==> config.mk <==
export PLATFORM = sky130hd
export DESIGN_NAME = uart_cmd_ctrl
export DESIGN_NICKNAME = d
export VERILOG_FILES = /design/src/rtl/uart_cmd_ctrl.sv
export SDC_FILE = /design/constraint.sdc
export NUM_CORES = 1
export LEC_CHECK = 0
export CORE_MARGIN = 2
export CORE_UTILIZATION = 49
export CTS_CLUSTER_SIZE = 28
export DETAILED_ROUTE_END_ITERATION = 8
export GPL_TIMING_DRIVEN = 0
export PLACE_DENSITY_LB_ADDON = 0.05
export SLEW_MARGIN = 10
export SYNTH_ARGS = -nofsm -noshare
export SYNTH_HDL_FRONTEND = slang
export SYNTH_SLANG_ARGS = --single-unit
==> constraint.sdc <==
create_clock -name clk -period 9.9 [get_ports clk]
set_input_delay 2.475 -clock clk [delete_from_list [all_inputs] [get_ports clk]]
set_output_delay 2.475 -clock clk [all_outputs]
set_load 0.02 [all_outputs]
==> src/rtl/uart_cmd_ctrl.sv <==
// Register-access command controller behind a UART: parses 'W' addr data / 'R' addr
// commands from the RX FIFO, updates a small register file and pushes one reply byte.
module uart_cmd_ctrl #(
  parameter int ADDR_W  = 4,
  parameter int TIMEOUT = 50000
) (
  input  logic       clk,
  input  logic       reset,
  input  logic [7:0] r_data,
  input  logic       rx_empty,
  output logic       rd_uart,
  output logic [7:0] w_data,
  output logic       wr_uart,
  input  logic       tx_full,
  output logic [7:0] reg0_out,
  output logic       busy
);

  localparam int                CNT_W    = (TIMEOUT > 2) ? $clog2(TIMEOUT) : 1;
  localparam logic [CNT_W-1:0]  CNT_LAST = CNT_W'(TIMEOUT - 1);
  localparam logic [7:0]        CH_W     = 8'h57;
  localparam logic [7:0]        CH_R     = 8'h52;
  localparam logic [7:0]        CH_K     = 8'h4B;
  localparam logic [7:0]        CH_Q     = 8'h3F;

  typedef enum logic [1:0] {
    IDLE,
    GET_ADDR,
    GET_DATA,
    SEND
  } state_t;

  state_t            r_state;
  state_t            w_state_next;
  logic              r_is_write;
  logic [ADDR_W-1:0] r_addr;
  logic              r_addr_ok;
  logic [7:0]        r_reply;
  logic [CNT_W-1:0]  r_cnt;
  logic [7:0]        r_regs [2**ADDR_W];

  logic              w_pop;
  logic              w_push;
  logic              w_reg_we;
  logic              w_reply_load;
  logic [7:0]        w_reply_next;
  logic [CNT_W-1:0]  w_cnt_next;
  logic              w_byte_ok;

  // An address byte is only usable if nothing is set above the register-select bits.
  assign w_byte_ok = ((r_data >> ADDR_W) == 8'h00);

  always_comb begin
    w_state_next = r_state;
    w_pop        = 1'b0;
    w_push       = 1'b0;
    w_reg_we     = 1'b0;
    w_reply_load = 1'b0;
    w_reply_next = r_reply;
    w_cnt_next   = r_cnt;
    unique case (r_state)
      IDLE: begin
        if (!rx_empty) begin
          w_pop      = 1'b1;
          w_cnt_next = '0;
          if (r_data == CH_W || r_data == CH_R) begin
            w_state_next = GET_ADDR;
          end else begin
            w_state_next = SEND;
            w_reply_load = 1'b1;
            w_reply_next = CH_Q;
          end
        end
      end
      GET_ADDR: begin
        if (!rx_empty) begin
          w_pop      = 1'b1;
          w_cnt_next = '0;
          if (r_is_write) begin
            w_state_next = GET_DATA;
          end else begin
            w_state_next = SEND;
            w_reply_load = 1'b1;
            w_reply_next = w_byte_ok ? r_regs[r_data[ADDR_W-1:0]] : CH_Q;
          end
        end else if (r_cnt == CNT_LAST) begin
          w_state_next = IDLE;
          w_cnt_next   = '0;
        end else begin
          w_cnt_next = r_cnt + 1'b1;
        end
      end
      GET_DATA: begin
        if (!rx_empty) begin
          w_pop        = 1'b1;
          w_cnt_next   = '0;
          w_reg_we     = r_addr_ok;
          w_state_next = SEND;
          w_reply_load = 1'b1;
          w_reply_next = r_addr_ok ? CH_K : CH_Q;
        end else if (r_cnt == CNT_LAST) begin
          w_state_next = IDLE;
          w_cnt_next   = '0;
        end else begin
          w_cnt_next = r_cnt + 1'b1;
        end
      end
      SEND: begin
        if (!tx_full) begin
          w_push       = 1'b1;
          w_state_next = IDLE;
        end
      end
      default: w_state_next = IDLE;
    endcase
  end

  always_ff @(posedge clk or posedge reset) begin
    if (reset) begin
      r_state    <= IDLE;
      r_is_write <= 1'b0;
      r_addr     <= '0;
      r_addr_ok  <= 1'b0;
      r_reply    <= '0;
      r_cnt      <= '0;
      for (int i = 0; i < 2**ADDR_W; i++) begin
        r_regs[i] <= '0;
      end
    end else begin
      r_state <= w_state_next;
      r_cnt   <= w_cnt_next;
      if (w_reply_load) begin
        r_reply <= w_reply_next;
      end
      if (w_pop && r_state == IDLE) begin
        r_is_write <= (r_data == CH_W);
      end
      if (w_pop && r_state == GET_ADDR) begin
        r_addr    <= r_data[ADDR_W-1:0];
        r_addr_ok <= w_byte_ok;
      end
      if (w_reg_we) begin
        r_regs[r_addr] <= r_data;
      end
    end
  end

  assign rd_uart  = w_pop;
  assign wr_uart  = w_push;
  assign w_data   = r_reply;
  assign reg0_out = r_regs[0];
  assign busy     = (r_state != IDLE);

endmodule

-- After elaboration in Yosys (flattened, before gate mapping)
Cells that the tools add are included.
- add/subtract/negate cells: 1
- $lt $le $gt $ge: 3
- equality and inequality tests: 12
- multiplexer cells: 37
- bitwise logic cells: 2
- reductions and logical operators: 14
- operator list (cell ; count):
    $bwmux W128 ; 1
    $mux W8 ; 9
    $mux W16 ; 3
    $bmux W8 S4 ; 1
    $demux W8 S4 ; 1
    $pmux W16 S2 ; 1
    $pmux W8 S3 ; 1
    $add A16 B1 Y16 const B ; 1
    $eq A16 B16 Y1 const B ; 1
    $eq A8 B7 Y1 const B ; 2
    $mux W2 ; 6
    $ne A2 B2 Y1 const B ; 6
    $mux W1 ; 11
    $ge A5 B5 Y1 const B ; 2
    $not A4 Y5 ; 2
    $logic_not A8 Y1 ; 1
    $pmux W2 S4 ; 1
    $mux W7 ; 1
    $reduce_and A7 Y1 ; 1
    $lt A5 B1 Y1 const B ; 1
    $eq A2 B2 Y1 const B ; 2
    $reduce_and A2 Y1 ; 2
    $reduce_bool A2 Y1 ; 2
    $logic_and A1 B1 Y1 ; 3
    other kinds (7) ; 7
- flip-flop bits (word level): 160
- input port bits: 12
- logic and storage cells: 91

-- Depth between registers and ports, before layout
Gate-level depths: netlist of the first run.
- depth in word-level cells: 8
- depth in mapped cells: 8

-- Least setup slack after synthesis of the first run
No wires, ideal clock.
- kind: in2out
- start: in rx_empty
- end: out rd_uart
- arrival time: 2.943 ns
- required time: 7.425 ns
- setup slack: 4.482 ns
- cell stages on the path: 2
- path buffers: 1
- path through: buf_6 nor2_1
- longest elaborated chain between the ends: 2
- ends and longest elaborated chain (element ; line ; RTL):
    start, declared ; 10 ; input logic rx_empty,
    $mux W1 ; 63, 76, 94 ;
    $mux W1 ; - ;
    end, declared ; 11 ; output logic rd_uart,
Every way passes these cells.

-- Worst setup path after layout of the first run
- start: in tx_full
- end: out wr_uart
- longest elaborated chain between the ends: 2
- ends and longest elaborated chain (element ; line ; RTL):
    start, declared ; 14 ; input logic tx_full,
    $mux W1 ; 109 ; if (!tx_full) begin
    $mux W1 ; 61 ; unique case (r_state)
    end, declared ; 13 ; output logic wr_uart,
Every way passes these cells.

==> results.toml, run 1 <==
[placement]
gp_congestion = 0.823
dpl-instance-area_mm2 = 0.00825
preCtsSetupSlack_ns = 3.77
place.detailed.instances = 810
port-buffer-count = 26
hpwlAfterDp_um = 12000

[power]
vdd.ir_drop.worst_v = 0.000179
switching_power_mw = 0.548
power.share.switching_pct = 30.1
p_leak_nw = 4.06
pwr_density_cell_mw_per_mm2 = 207
combPwrFrac_pct = 22.9
clock_power_share_pct = 34.1
internal-power_mw = 1.27
power_frac_seq_pct = 43.0

[timing]
final_period_minus_worst_setup_slack_ns = 6.12
slew_violations = 0
post-route-worst-setup-slack_ns = 3.78
relative_slew_margins_pct = 34.8
final.period_utilization_pct = 61.8
achievable-frequency_mhz = 163
setup_violations = 0
rsz0062_at_grt = "false"
final.hold.worst_slack_ns = 0.499
final.setup_skew_ns = 0.00781
hold_violations = 0
timing.setup.tns_ns = 0
tightestPinTransition_ns = 0.975

[die]
die_y_um = 129
die_x_um = 129
core-area_mm2 = 0.0153
start_util_pct = 50.4
floorplan.rows = 45
design.portCount = 31
die-area_mm2 = 0.0167

[global_route]
wire_length_of_the_first_global_routing_pass_um = 28500
grt_pass1_vias = 5008
grt_usage_pct = 23.0
grt_start_max_net_pins = 122
globalRoute.totalOverflow = 0
grt_antenna_before_repair = 0

[final_layout]
n_diodes = 0
finish.cell_count_without_fillers = 842
layout-area-overhead-vs-synth_pct = 14.5
multiInputGateArea_mm2 = 0.00345
post_route_cells_drive_above_1_share_pct = 36.6
design.final.nets = 636
postLayoutCellArea_mm2 = 0.00881
num-fill-cells = 1221
sequential_cell_area_mm2 = 0.00400

[cts]
clock_tree.htree_level_count = 4
tritoncts = "built"
postCtsHoldBufs = 0
cts_buffers = 17
clkTransAtPathRegs_ns = 0.06
post_cts_resize_count = 0
cts-root-to-sink-buffers = 2
clock_insertion_delay_at_the_later_pin_of_the_skew_report_ns = 0.42
cts-root-buf = "clkbuf_16"
post-cts-setup-buffer-count = 0
cts_num_sinks = 160

[drt]
drt_first_iter_violations = 323
drc = 0
wire_per_inst_um = 20.7
vias = 4876
vias_per_cell = 5.79
total_detailed_routing_wirelength_um = 17400
antenna_violating_nets_post_route = 0
dr.pass1.iters = 4

[synthesis]
syn_avg_cell_area_um2 = 13.5
synth_area_leader_cell = "dfrtp_1"
seq_area_frac_synth_pct = 52.0
net_count_after_synthesis = 590
synth-warning-count = 0
post-synth-top-count-cell = "dfrtp_1"
synthFlopType = "dfrtp_1"
asyncSetResetFlopFracSynth_pct = 100
synth.top_cells.by_area = "dfrtp_1 52%, mux2_2 20%, mux4_2 8.8%, nand2_1 1.2%, nand3_1 1.2%"
synth.cells.most_frequent = "160 x dfrtp_1, 139 x mux2_2, 30 x mux4_2, 25 x nand2_1, 20 x clkbuf_1"
distinct_cells_synth = 50
synth_enable_flop_cells = 0
post_synth_instance_area_mm2 = 0.00769
synthesis.instances = 572
post-synth-top-area-fraction_pct = 52.0
synth_seq_cells = 160

[setup_path]
worstSetupStartpointType = "input port"
required_ns = 7.43
critPathMaxFanout = 3
data_arrival_time_of_the_critical_path_ns = 3.65
worstRegToRegCells = 6
worstSetupPathType = "in2out"
worstSetupEndpointType = "output port"

[job]
maxCapViolCount = 0

[min_path]
worstHoldPathType = "reg2reg"
timing.hold.worst_path_depth = 1

[run_status]
outcome = "complete, no violations"
worst max-delay path: stages:
cell and delay (ns):
clkdlybuf4s50_1 0.44, nor2b_1 0.12, clkdlybuf4s50_1 0.61
final timing paths:
path,startpoint,end,slack (ns)
max,tx_full,wr_uart,3.78
min,r_regs[16]$_DFFE_PP0P_,r_regs[16]$_DFFE_PP0P_,0.50
max reg2reg,r_state[0]$_DFFE_PP0P_,r_regs[45]$_DFFE_PP0P_,7.26
min reg2reg,r_regs[16]$_DFFE_PP0P_,r_regs[16]$_DFFE_PP0P_,0.50
max in group asynchronous,reset,reg0_out[3]$_DFFE_PP0P_,6.59
min in group asynchronous,reset,r_regs[87]$_DFFE_PP0P_,2.42
power groups by stage:
| stage | registers [mW] | logic, mW | clock network [mW] |
|---|---|---|---|
| after CTS | 0.783 | 0.420 | 0.634 |
| after global placement | 0.790 | 0.406 | 0 |
| after floorplan | 0.792 | 0.283 | 0 |
| after detailed placement | 0.793 | 0.419 | 0 |
| after global routing | 0.793 | 0.462 | 0.662 |
| final | 0.783 | 0.417 | 0.620 |
flip-flops by register name, indices dropped and copies added (netlist names):
register / flops
r_cnt: 16
r_state: 2
r_addr: 4
r_addr_ok: 1
w_data: 8
r_is_write: 1
reg0_out: 8
r_regs: 120
logic make-up after synthesis:
family,share of synthesized area (%)
AOI/OAI and AO/OA,4.96
muxes,29.9
xor gates and xnor gates,0.569
DFF,52.0
and+or+nand+nor,8.46
adders and majority gates,0.976
buffers and inverters,3.11
stage by stage:
step / power (mW) / utilization, %
6_report: 1.82 / 57.7
2_1_floorplan: 1.08 / -
3_5_place_dp: 1.21 / 54.1
3_3_place_gp: 1.20 / 53.9
5_1_grt: 1.92 / 57.7
4_1_cts: 1.84 / 57.7
layout by cell type (no fill, tap or decap), drive strengths merged, types with 10 or more instances in the layout:
| cell type | instances |
|---|---|
| mux4 | 30 |
| o21ai | 14 |
| clkbuf | 40 |
| nand2 | 25 |
| dfrtp | 160 |
| nand3 | 18 |
| nand4 | 10 |
| inv | 13 |
| clkdlybuf4s50 | 26 |
| nor2 | 20 |
| mux2 | 139 |
| a21oi | 16 |
| buf | 21 |
final cells by class:
class | count | share of cell area (%)
sequential | 160 | 45.4
clock inverter | 12 | 1.24
multi-input combinational | 362 | 39.2
buffer | 40 | 2.29
timing repair buffer | 27 | 3.27
clock buffer | 20 | 5.07
tap | 211 | 3.00
inverter | 10 | 0.511
per-layer routing:
metal	global-route usage, %	vias to the layer above	wire length [um]
li1	-	2216	-
met1	32.8	2560	8100
met2	35.8	80	8330
met3	4.75	20	712
met4	7.03	0	271
met5	0	-	0
Note: power is estimated with default switching activity, not from simulation.
==> run 2, diff against run 1 <==
==> constraint.sdc (replaced) <==
create_clock -name clk -period 5.25 [get_ports clk]
set_input_delay 1.3125 -clock clk [delete_from_list [all_inputs] [get_ports clk]]
set_output_delay 1.3125 -clock clk [all_outputs]
set_load 0.02 [all_outputs]
==> run 2 against run 1 <==
Compared with the run above:
- sequential cell count unchanged
- worst setup slack got worse by 2.3 ns
- first-iteration DRC count down 14%
- core utilization is 0.89 points higher
- clock skew rose by 0.0042 ns
- die area is the same
- non-clock buffer count is 3 higher
- global-route usage increased by 0.20 points
- power rose by 99%
- largest cell class unchanged
- largest power group unchanged
- highest routed layer unchanged
==> results.toml, run 2 (synthesized netlist as in run 1, its figures left out) <==
[run_status]
outcome = "complete, no violations"

[final_layout]
most_frequent_standard_cell_in_the_layout_excluding_fill_and_tap_cells = "dfrtp_1"
design.final.nets = 639
finish.cell_count_without_fillers = 845
reg_top3 = "r_regs x120, r_cnt x16"
post_route_cells_drive_above_1_share_pct = 37.1
mostFrequentLayoutCells = "160 x dfrtp_1, 139 x mux2_2, 30 x mux4_2, 26 x clkdlybuf4s50_1, 25 x nand2_1"
max_flop_register = "r_regs"
flip_flop_count_of_the_largest_register_after_layout = 120
layout-area-overhead-vs-synth_pct = 16.2
n_diodes = 0

[min_path]
worstHoldPathType = "reg2reg"

[die]
die-area_mm2 = 0.0167
design.portCount = 31
floorplan.rows = 45
core-area_mm2 = 0.0153
die_y_um = 129
start_util_pct = 50.4
die_x_um = 129

[timing]
relative_slew_margins_pct = 37.4
tightestPinTransition_ns = 0.933
final.period_utilization_pct = 72.5
slew_violations = 0
final.setup_skew_ns = 0.0120
achievable-frequency_mhz = 263
setup_violations = 0
rsz0062_at_grt = "false"
hold_violations = 0
timing.setup.tns_ns = 0
final_period_minus_worst_setup_slack_ns = 3.80

[cts]
postCtsHoldBufs = 0
cts-root-to-sink-buffers = 2
tritoncts = "built"
post-cts-setup-buffer-count = 0
clkTransAtPathRegs_ns = 0.06
post_cts_resize_count = 0
cts_buffers = 17
cts_num_sinks = 160
clock_insertion_delay_at_the_later_pin_of_the_skew_report_ns = 0.43
clock_tree.htree_level_count = 4
cts-root-buf = "clkbuf_16"

[drt]
drt_first_iter_violations = 277
antenna_violating_nets_post_route = 0
vias = 4828
wire_per_inst_um = 21.0
dr.pass1.iters = 4
vias_per_cell = 5.71
drc = 0
total_detailed_routing_wirelength_um = 17700

[power]
pwr_density_cell_mw_per_mm2 = 404
vdd.ir_drop.worst_v = 0.000278
p_leak_nw = 4.12

[global_route]
wire_length_of_the_first_global_routing_pass_um = 28700
grt_usage_pct = 23.2
grt_start_max_net_pins = 41
global_route.usage.met3_pct = 4.42
use_met2_pct = 37.5
grt_use_met1_pct = 32.4
busiest_layer = "met2"
globalRoute.totalOverflow = 0
grt_pass1_vias = 5134
grt_antenna_before_repair = 0

[setup_path]
worstSetupPathType = "in2out"
path_buf_inv = 2
worst_path_largest_cell_delay_ns = 0.61
data_arrival_time_of_the_critical_path_ns = 2.49
worstSetupStartpointType = "input port"
required_ns = 3.94
worstSetupEndpointType = "output port"
crit_chain = "clkdlybuf4s50_1, nor2b_1, clkdlybuf4s50_1"
critPathMaxFanout = 3
crit_slowest_cell = "clkdlybuf4s50_1"
cp_top_family = "buffers and inverters"
crit_path_most_repeated_cell = "clkdlybuf4s50_1"

[placement]
port-buffer-count = 26
place.detailed.instances = 813
gp_congestion = 0.819
hpwlAfterDp_um = 12400

[job]
maxCapViolCount = 0
[run 2: cell count changes in the layout (fill, tap and decap cells not counted)]
cell,delta
clkinvlp_4,+1
clkinv_2,-4
inv_6,+1
buf_12,+4
clkbuf_1,-1
bufinv_16,+3
buf_16,-1
[run 2: worst register-to-register path: stages (launching register included)]
cell and delay, ns:
dfrtp_1 0.44, inv_1 0.11, ha_1 0.32, and3b_1 0.29
or3b_1 0.36, buf_2 0.17, nor2_2 0.48, mux2_2 0.40
[run 2: path summary, 6_finish.rpt]
check,startpoint,endpoint,slack [ns],cells past startpoint
max,tx_full,wr_uart,1.45,3
min,r_regs[38]$_DFFE_PP0P_,r_regs[38]$_DFFE_PP0P_,0.50,1
max reg2reg,r_state[0]$_DFFE_PP0P_,r_regs[90]$_DFFE_PP0P_,2.58,7
min reg2reg,r_regs[38]$_DFFE_PP0P_,r_regs[38]$_DFFE_PP0P_,0.50,1
max in group asynchronous,reset,r_regs[19]$_DFFE_PP0P_,3.02,4
min in group asynchronous,reset,reg0_out[5]$_DFFE_PP0P_,1.34,2
[run 2: layout make-up]
cell class / count / area, um2
well taps: 211 / 264
clock inverters: 13 / 199
repair buffers: 30 / 340
clock buffers: 19 / 443
fillers: 1237 / 6310
inverters: 10 / 41.3
multi-input cells: 362 / 3450
flip-flops and latches: 160 / 4000
plain buffers: 40 / 201
[run 2: layer usage]
layer	wire (um)	part of all wire (%)
met5	0	0
met4	221	1.2
met3	696	3.9
met2	8690	49
met1	8130	46
[run 2: metrics by stage]
step | setup WS [ns] | hold WS (ns) | power [mW] | utilization, % | area [um2]
floorplan | 1.91 | 0.464 | 2.03 | - | 7700
global placement | 0.626 | 0.482 | 2.25 | 53.9 | 8220
detailed placement | 1.45 | 0.487 | 2.29 | 54.4 | 8300
CTS | 1.44 | 0.502 | 3.65 | 58.6 | 8940
global route | 1.39 | 0.512 | 3.79 | 58.6 | 8940
finish | 1.45 | 0.500 | 3.62 | 58.6 | 8940
[run 2: report_power, final]
part | switching [mW] | total (mW) | internal (mW)
Combinational | 0.435 | 0.793 | 0.358
Clock | 0.526 | 1.35 | 0.820
Sequential | 0.0984 | 1.48 | 1.38
